[src/rtl/cpu_regs_pkg.sv]
// Shared constants and types for the CPU register file and its serial dump engine.
package cpu_regs_pkg;

  localparam int unsigned DATA_W    = 16;
  localparam int unsigned GEN_REGS  = 8;
  localparam int unsigned SPEC_REGS = 3;

  // Special registers follow the general registers in the flat index space.
  localparam int unsigned IDX_SP = GEN_REGS;
  localparam int unsigned IDX_IH = GEN_REGS + 1;
  localparam int unsigned IDX_T  = GEN_REGS + 2;

  typedef enum logic [1:0] {
    DUMP_IDLE = 2'd0,
    DUMP_SEND = 2'd1,
    DUMP_DONE = 2'd2
  } dump_state_e;

endpackage

[src/rtl/reg_dump_ctrl.sv]
// Dump sequencer: walks every register index once over a valid/ready stream.
module reg_dump_ctrl #(
  parameter int unsigned NREGS = 11,
  parameter int unsigned IDX_W = 4
) (
  input  logic             clk_i,
  input  logic             rst_i,
  input  logic             start_i,
  input  logic             ready_i,
  output logic             valid_o,
  output logic [IDX_W-1:0] idx_o,
  output logic             busy_o,
  output logic             done_o
);
  import cpu_regs_pkg::*;

  localparam logic [IDX_W-1:0] LAST_IDX = IDX_W'(NREGS - 1);

  dump_state_e      state_q, state_d;
  logic [IDX_W-1:0] idx_q, idx_d;
  logic             valid_q, valid_d;
  logic             busy_q, busy_d;
  logic             done_q, done_d;

  always_ff @(posedge clk_i) begin
    if (rst_i) begin
      state_q <= DUMP_IDLE;
      idx_q   <= '0;
      valid_q <= 1'b0;
      busy_q  <= 1'b0;
      done_q  <= 1'b0;
    end else begin
      state_q <= state_d;
      idx_q   <= idx_d;
      valid_q <= valid_d;
      busy_q  <= busy_d;
      done_q  <= done_d;
    end
  end

  // Next state; flag outputs are decoded from the next state so they register cleanly.
  always_comb begin
    state_d = state_q;
    idx_d   = idx_q;
    unique case (state_q)
      DUMP_IDLE: begin
        if (start_i) begin
          state_d = DUMP_SEND;
          idx_d   = '0;
        end
      end
      DUMP_SEND: begin
        if (ready_i) begin
          if (idx_q == LAST_IDX) begin
            state_d = DUMP_DONE;
          end else begin
            idx_d = idx_q + IDX_W'(1);
          end
        end
      end
      DUMP_DONE: begin
        state_d = DUMP_IDLE;
      end
      default: begin
        state_d = DUMP_IDLE;
      end
    endcase
    valid_d = (state_d == DUMP_SEND);
    busy_d  = (state_d != DUMP_IDLE);
    done_d  = (state_d == DUMP_DONE);
  end

  assign valid_o = valid_q;
  assign idx_o   = idx_q;
  assign busy_o  = busy_q;
  assign done_o  = done_q;

endmodule

[src/rtl/reg_file_dump.sv]
// CPU register file: two bypassed combinational read ports, one write port,
// and a serial dump stream of all registers for the debug display.
module reg_file_dump #(
  parameter int unsigned DATA_W    = cpu_regs_pkg::DATA_W,
  parameter int unsigned GEN_REGS  = cpu_regs_pkg::GEN_REGS,
  parameter int unsigned SPEC_REGS = cpu_regs_pkg::SPEC_REGS,
  parameter bit          ZERO_R0   = 1'b0,
  localparam int unsigned IDX_W    = $clog2(GEN_REGS + SPEC_REGS)
) (
  input  logic              CLK,
  input  logic              RST,
  input  logic              regWrite,
  input  logic [IDX_W-1:0]  wIdx,
  input  logic [DATA_W-1:0] wData,
  input  logic [IDX_W-1:0]  rIdxA,
  input  logic [IDX_W-1:0]  rIdxB,
  output logic [DATA_W-1:0] rDataA,
  output logic [DATA_W-1:0] rDataB,
  input  logic              dumpStart,
  input  logic              dumpReady,
  output logic              dumpValid,
  output logic [IDX_W-1:0]  dumpIdx,
  output logic [DATA_W-1:0] dumpData,
  output logic              dumpBusy,
  output logic              dumpDone
);
  import cpu_regs_pkg::*;

  localparam int unsigned      NREGS   = GEN_REGS + SPEC_REGS;
  localparam logic [IDX_W:0]   NREGS_L = (IDX_W + 1)'(NREGS);

  logic [DATA_W-1:0] regs_q [NREGS];
  logic              wr_legal_c;

  // Index 0 is a hard zero when ZERO_R0 is set; out-of-range indices are never storage.
  function automatic logic idx_live(input logic [IDX_W-1:0] idx);
    return ({1'b0, idx} < NREGS_L) && !(ZERO_R0 && (idx == '0));
  endfunction

  assign wr_legal_c = regWrite && idx_live(wIdx);

  always_ff @(posedge CLK) begin
    if (RST) begin
      for (int unsigned i = 0; i < NREGS; i++) begin
        regs_q[i] <= '0;
      end
    end else if (wr_legal_c) begin
      regs_q[wIdx] <= wData;
    end
  end

  // Write-first read ports: a legal same-cycle write to the read index wins.
  always_comb begin
    rDataA = '0;
    if (wr_legal_c && (wIdx == rIdxA)) begin
      rDataA = wData;
    end else if (idx_live(rIdxA)) begin
      rDataA = regs_q[rIdxA];
    end
  end

  always_comb begin
    rDataB = '0;
    if (wr_legal_c && (wIdx == rIdxB)) begin
      rDataB = wData;
    end else if (idx_live(rIdxB)) begin
      rDataB = regs_q[rIdxB];
    end
  end

  // Dump read mux shows stored contents only, so a pending write appears a beat later.
  always_comb begin
    dumpData = '0;
    if (idx_live(dumpIdx)) begin
      dumpData = regs_q[dumpIdx];
    end
  end

  reg_dump_ctrl #(
    .NREGS (NREGS),
    .IDX_W (IDX_W)
  ) u_dump_ctrl (
    .clk_i   (CLK),
    .rst_i   (RST),
    .start_i (dumpStart),
    .ready_i (dumpReady),
    .valid_o (dumpValid),
    .idx_o   (dumpIdx),
    .busy_o  (dumpBusy),
    .done_o  (dumpDone)
  );

endmodule

[config.mk]
export PLATFORM = sky130hd
export DESIGN_NAME = reg_file_dump
export DESIGN_NICKNAME = d
export VERILOG_FILES = /design/src/rtl/cpu_regs_pkg.sv /design/src/rtl/reg_dump_ctrl.sv /design/src/rtl/reg_file_dump.sv
export SDC_FILE = /design/constraint.sdc
export NUM_CORES = 1
export LEC_CHECK = 0
export CAP_MARGIN = 10
export CORE_ASPECT_RATIO = 1.75
export CORE_MARGIN = 4
export CORE_UTILIZATION = 29
export CTS_BUF_LIST = sky130_fd_sc_hd__clkbuf_2
export DETAILED_ROUTE_END_ITERATION = 16
export PLACE_DENSITY = 0.54
export SYNTH_ARGS = -nofsm -noshare
export SYNTH_HDL_FRONTEND = slang
export SYNTH_HIERARCHICAL = 1
export SYNTH_SLANG_ARGS = --single-unit
[constraint.sdc]
create_clock -name CLK -period 1.8 [get_ports CLK]
set_input_delay 0.27 -clock CLK [delete_from_list [all_inputs] [get_ports CLK]]
set_output_delay 0.27 -clock CLK [all_outputs]
set_load 0.005 [all_outputs]
==> results of run 1 <==
[layer usage]
metal  vias up  global-route usage [%]  wire [um]
met1      4515                    19.3      14400
met5         -                       0          0
met3        68                    2.66       1610
met4         0                    7.73       1550
met2       226                    32.9      21300
li1       4070                       -          -
[flip-flops by register name, summed over array words and instances, names as in the netlist]
signal,count
regs_q,176
u_dump_ctrl/busy_o,1
u_dump_ctrl/valid_o,1
u_dump_ctrl/state_q,2
u_dump_ctrl/idx_o,4
u_dump_ctrl/done_o,1
[cell families (layout without fill, tap and decap cells)]
logic type      Yosys count  after routing  share of synthesized area, %
mux                     192            192                          26.7
flops                   185            185                          44.8
other cells               0              2                             0
compound gates          122            122                          8.74
buf+inv                 152            373                          6.37
simple gates            310            310                          12.5
xor+xnor                  8              8                         0.592
fa+ha+maj                 2              2                         0.211
[Yosys cell counts (all sizes together) (2+ instances only)]
cell	number	share of area, %
nor2	180	5.7
edfxtp	160	41
mux4	96	18
mux2i	64	5.4
buf	58	3.4
nand2	55	1.8
inv	50	1.6
clkbuf	43	1.4
nand3b	34	2.7
mux2	32	3.0
o31ai	32	2.0
dfxtp	25	4.2
o21ai	18	1.3
o211a	16	1.4
o221a	16	1.5
o22ai	16	0.85
o2bb2ai	16	1.2
nand2b	13	0.69
xor2	6	0.44
nand3	5	0.21
nor2b	5	0.26
nor3	4	0.21
a21oi	3	0.16
a31o	3	0.22
nor4	3	0.21
and2	2	0.11
ha	2	0.21
nor3b	2	0.17
xnor2	2	0.15
[repair_timing]
action | 4_1_cts | 5_1_grt
hold buffers | 2 | 0
gates cloned | 2 | 0
buffers inserted | 50 | 6
pin swaps | 59 | 30
resized for setup | 378 | 72
setup endpoints to repair | 55 | 55
endpoints found under the hold margin | 3 | 0
[how the worst min path moves through the flow]
stage                           startpoint                  to  slack, ns  cells past startpoint
floorplan                              RST  u_dump_ctrl/done_o       0.35                      1
global placement    u_dump_ctrl/state_q[1]  u_dump_ctrl/busy_o       0.49                      1
detailed placement  u_dump_ctrl/state_q[1]  u_dump_ctrl/busy_o       0.51                      1
CTS                               wData[0]       regs_q[10][0]       0.01                      4
global route                      wData[0]       regs_q[10][0]       0.05                      4
finish                            wData[0]       regs_q[10][0]       0.11                      4
[worst max-delay path: cells and delay by family (launching register included)]
kind,cells,cell delay [ns]
buf+inv,3,0.40
mux,2,0.71
flops,1,0.51
compound gates,1,0.12
[per-stage QoR]
stage	setup TNS, ns	cells
final	-47.46	1738
after floorplan	-0.270	971
after detailed placement	-139.68	1657
after CTS	-52.93	1732
after global placement	-136.81	1657
after global routing	-53.68	1738
[power breakdown]
group,switching (mW),internal (mW)
clock network,1.73,0.876
logic,1.09,1.23
registers,0.155,4.87
[area by class of cell]
cell class	instances	area (um2)	share of cell area (%)
multi-input combinational	634	6620	41.4
antenna	2	5.00	0.0313
inverter	51	193	1.20
tap	544	681	4.25
sequential	185	5320	33.2
clock inverter	15	220	1.38
clock buffer	17	85.1	0.531
timing repair buffer	290	2880	18.0
==> impl_metrics.toml, run 1 <==
[clock_tree]
insertion_delay_ns = 0.86
clock-sinks = 185
cts_made_buffers = 17
cts_max_path_buffers = 2
path_clk_slew_ns = 0.30
cts_htree_levels = 4
cts_root_buf = "clkbuf_2"
cts_tree = "done"

[routing]
viasPerCell = 5.11
vias = 8879
post_drt_wl_per_cell_um = 22.4
initialDrtViolationCount = 606
drt_wl_total_mm = 38.9
detail-route-antenna-nets = 0
dr.pass1.iters = 7
drc = 0

[layout]
synthToLayoutAreaGrowth_pct = 35.3
fin_nets = 1214
layout_commonest_cell = "edfxtp_1"
final_area_um2 = 16000
nFillCells = 3782
final_util_pct = 39.9
drive_above_1_share_pct = 51.3
final_cell_mix = "160 x edfxtp_1, 149 x nor2_1, 144 x buf_4, 96 x mux4_2, 49 x mux2i_1"

[setup_path]
critical_path_class = "reg -> out"
critPathCapture = "dumpData[4]"
path_max_fanout = 6
r2r_end = "u_dump_ctrl/idx_o[2]"
cp-start-kind = "flip-flop"
worstSetupEndpointType = "output pin"
crit_start = "u_dump_ctrl/idx_o[0]"
slowest_delay_ns = 0.51
cp.required_ns = 1.53
r2r_start = "u_dump_ctrl/idx_o[0]"
worstPathCellList = "buf_12 -> buf_6 -> mux4_2 -> mux2i_4 -> o22ai_2 -> buf_2"
ff2ff_setup_slack_ns = -0.05
crit_path_top_delay_cell = "dfxtp_4"
worstPathArrival_ns = 2.61
ff2ff_path_depth = 7

[run_status]
violations = "setup timing"
status = "complete, but fails checks"

[logic_synthesis]
synth-edff-count = 160
synthesis.area_um2 = 11800
synth_cell_types = 55
synth_ff_type = "edfxtp_1"
seq_area_frac_synth_pct = 44.8
syn_area_per_cell_um2 = 12.2
synth_seq_cells = 185
yosys_warnings = 6
synthCells = 971
synth.net_count = 1006
async_reset_ff_share_pct = 0

[floorplan]
die_height_um = 275
start_util_pct = 29.5
die_x_um = 161
pin_count = 88
die_area_um2 = 44200
rows = 97
core_um2 = 40200

[run]
cap_violations = 0

[placement]
placedInstanceArea_um2 = 14500
portBuffers = 87
hpwl_mm = 29.2
place_ws_ns = -0.981
routabilityCongestion = 0.860

[sta]
hold_ws_ns = 0.109
layout_min_cycle_time_ns = 2.88
skew_ns = 0.00250
grt_setup_unrepaired = "yes"
max_slew_margin_pct = 60.7
hold_viol = 0
max_freq_mhz = 348
worstMarginPinSlew_ns = 0.589
fin_ws_ns = -1.08
finalSetupViolCount = 52
fin_crit_sh_pct = 160
slew_violations = 0

[grt]
overflow = 0
antenna_found_initial = 2
grt_first_pass_wirelength_mm = 57.8
grt_max_degree = 33
track_usage_pct = 17.4
grt_pass1_vias = 9324

[power]
p_leak_nw = 5.83
peakVddDrop_mv = 0.376
power.density_nw_per_um2 = 622
p_total_mw = 9.96

[worst_hold_path]
min_path_type = "in -> reg"
Note: power is estimated with default switching activity, not from simulation.
==> run 2, diff against run 1 <==
--- a/config.mk
+++ b/config.mk
@@ -10,6 +10,7 @@
 export CORE_MARGIN = 4
 export CORE_UTILIZATION = 29
 export CTS_BUF_LIST = sky130_fd_sc_hd__clkbuf_2
+export CTS_CLUSTER_DIAMETER = 100
 export DETAILED_ROUTE_END_ITERATION = 16
 export PLACE_DENSITY = 0.54
 export SYNTH_ARGS = -nofsm -noshare
==> results of run 2 <==
No change in the layout: final DEF, timing and power equal those of run 1.
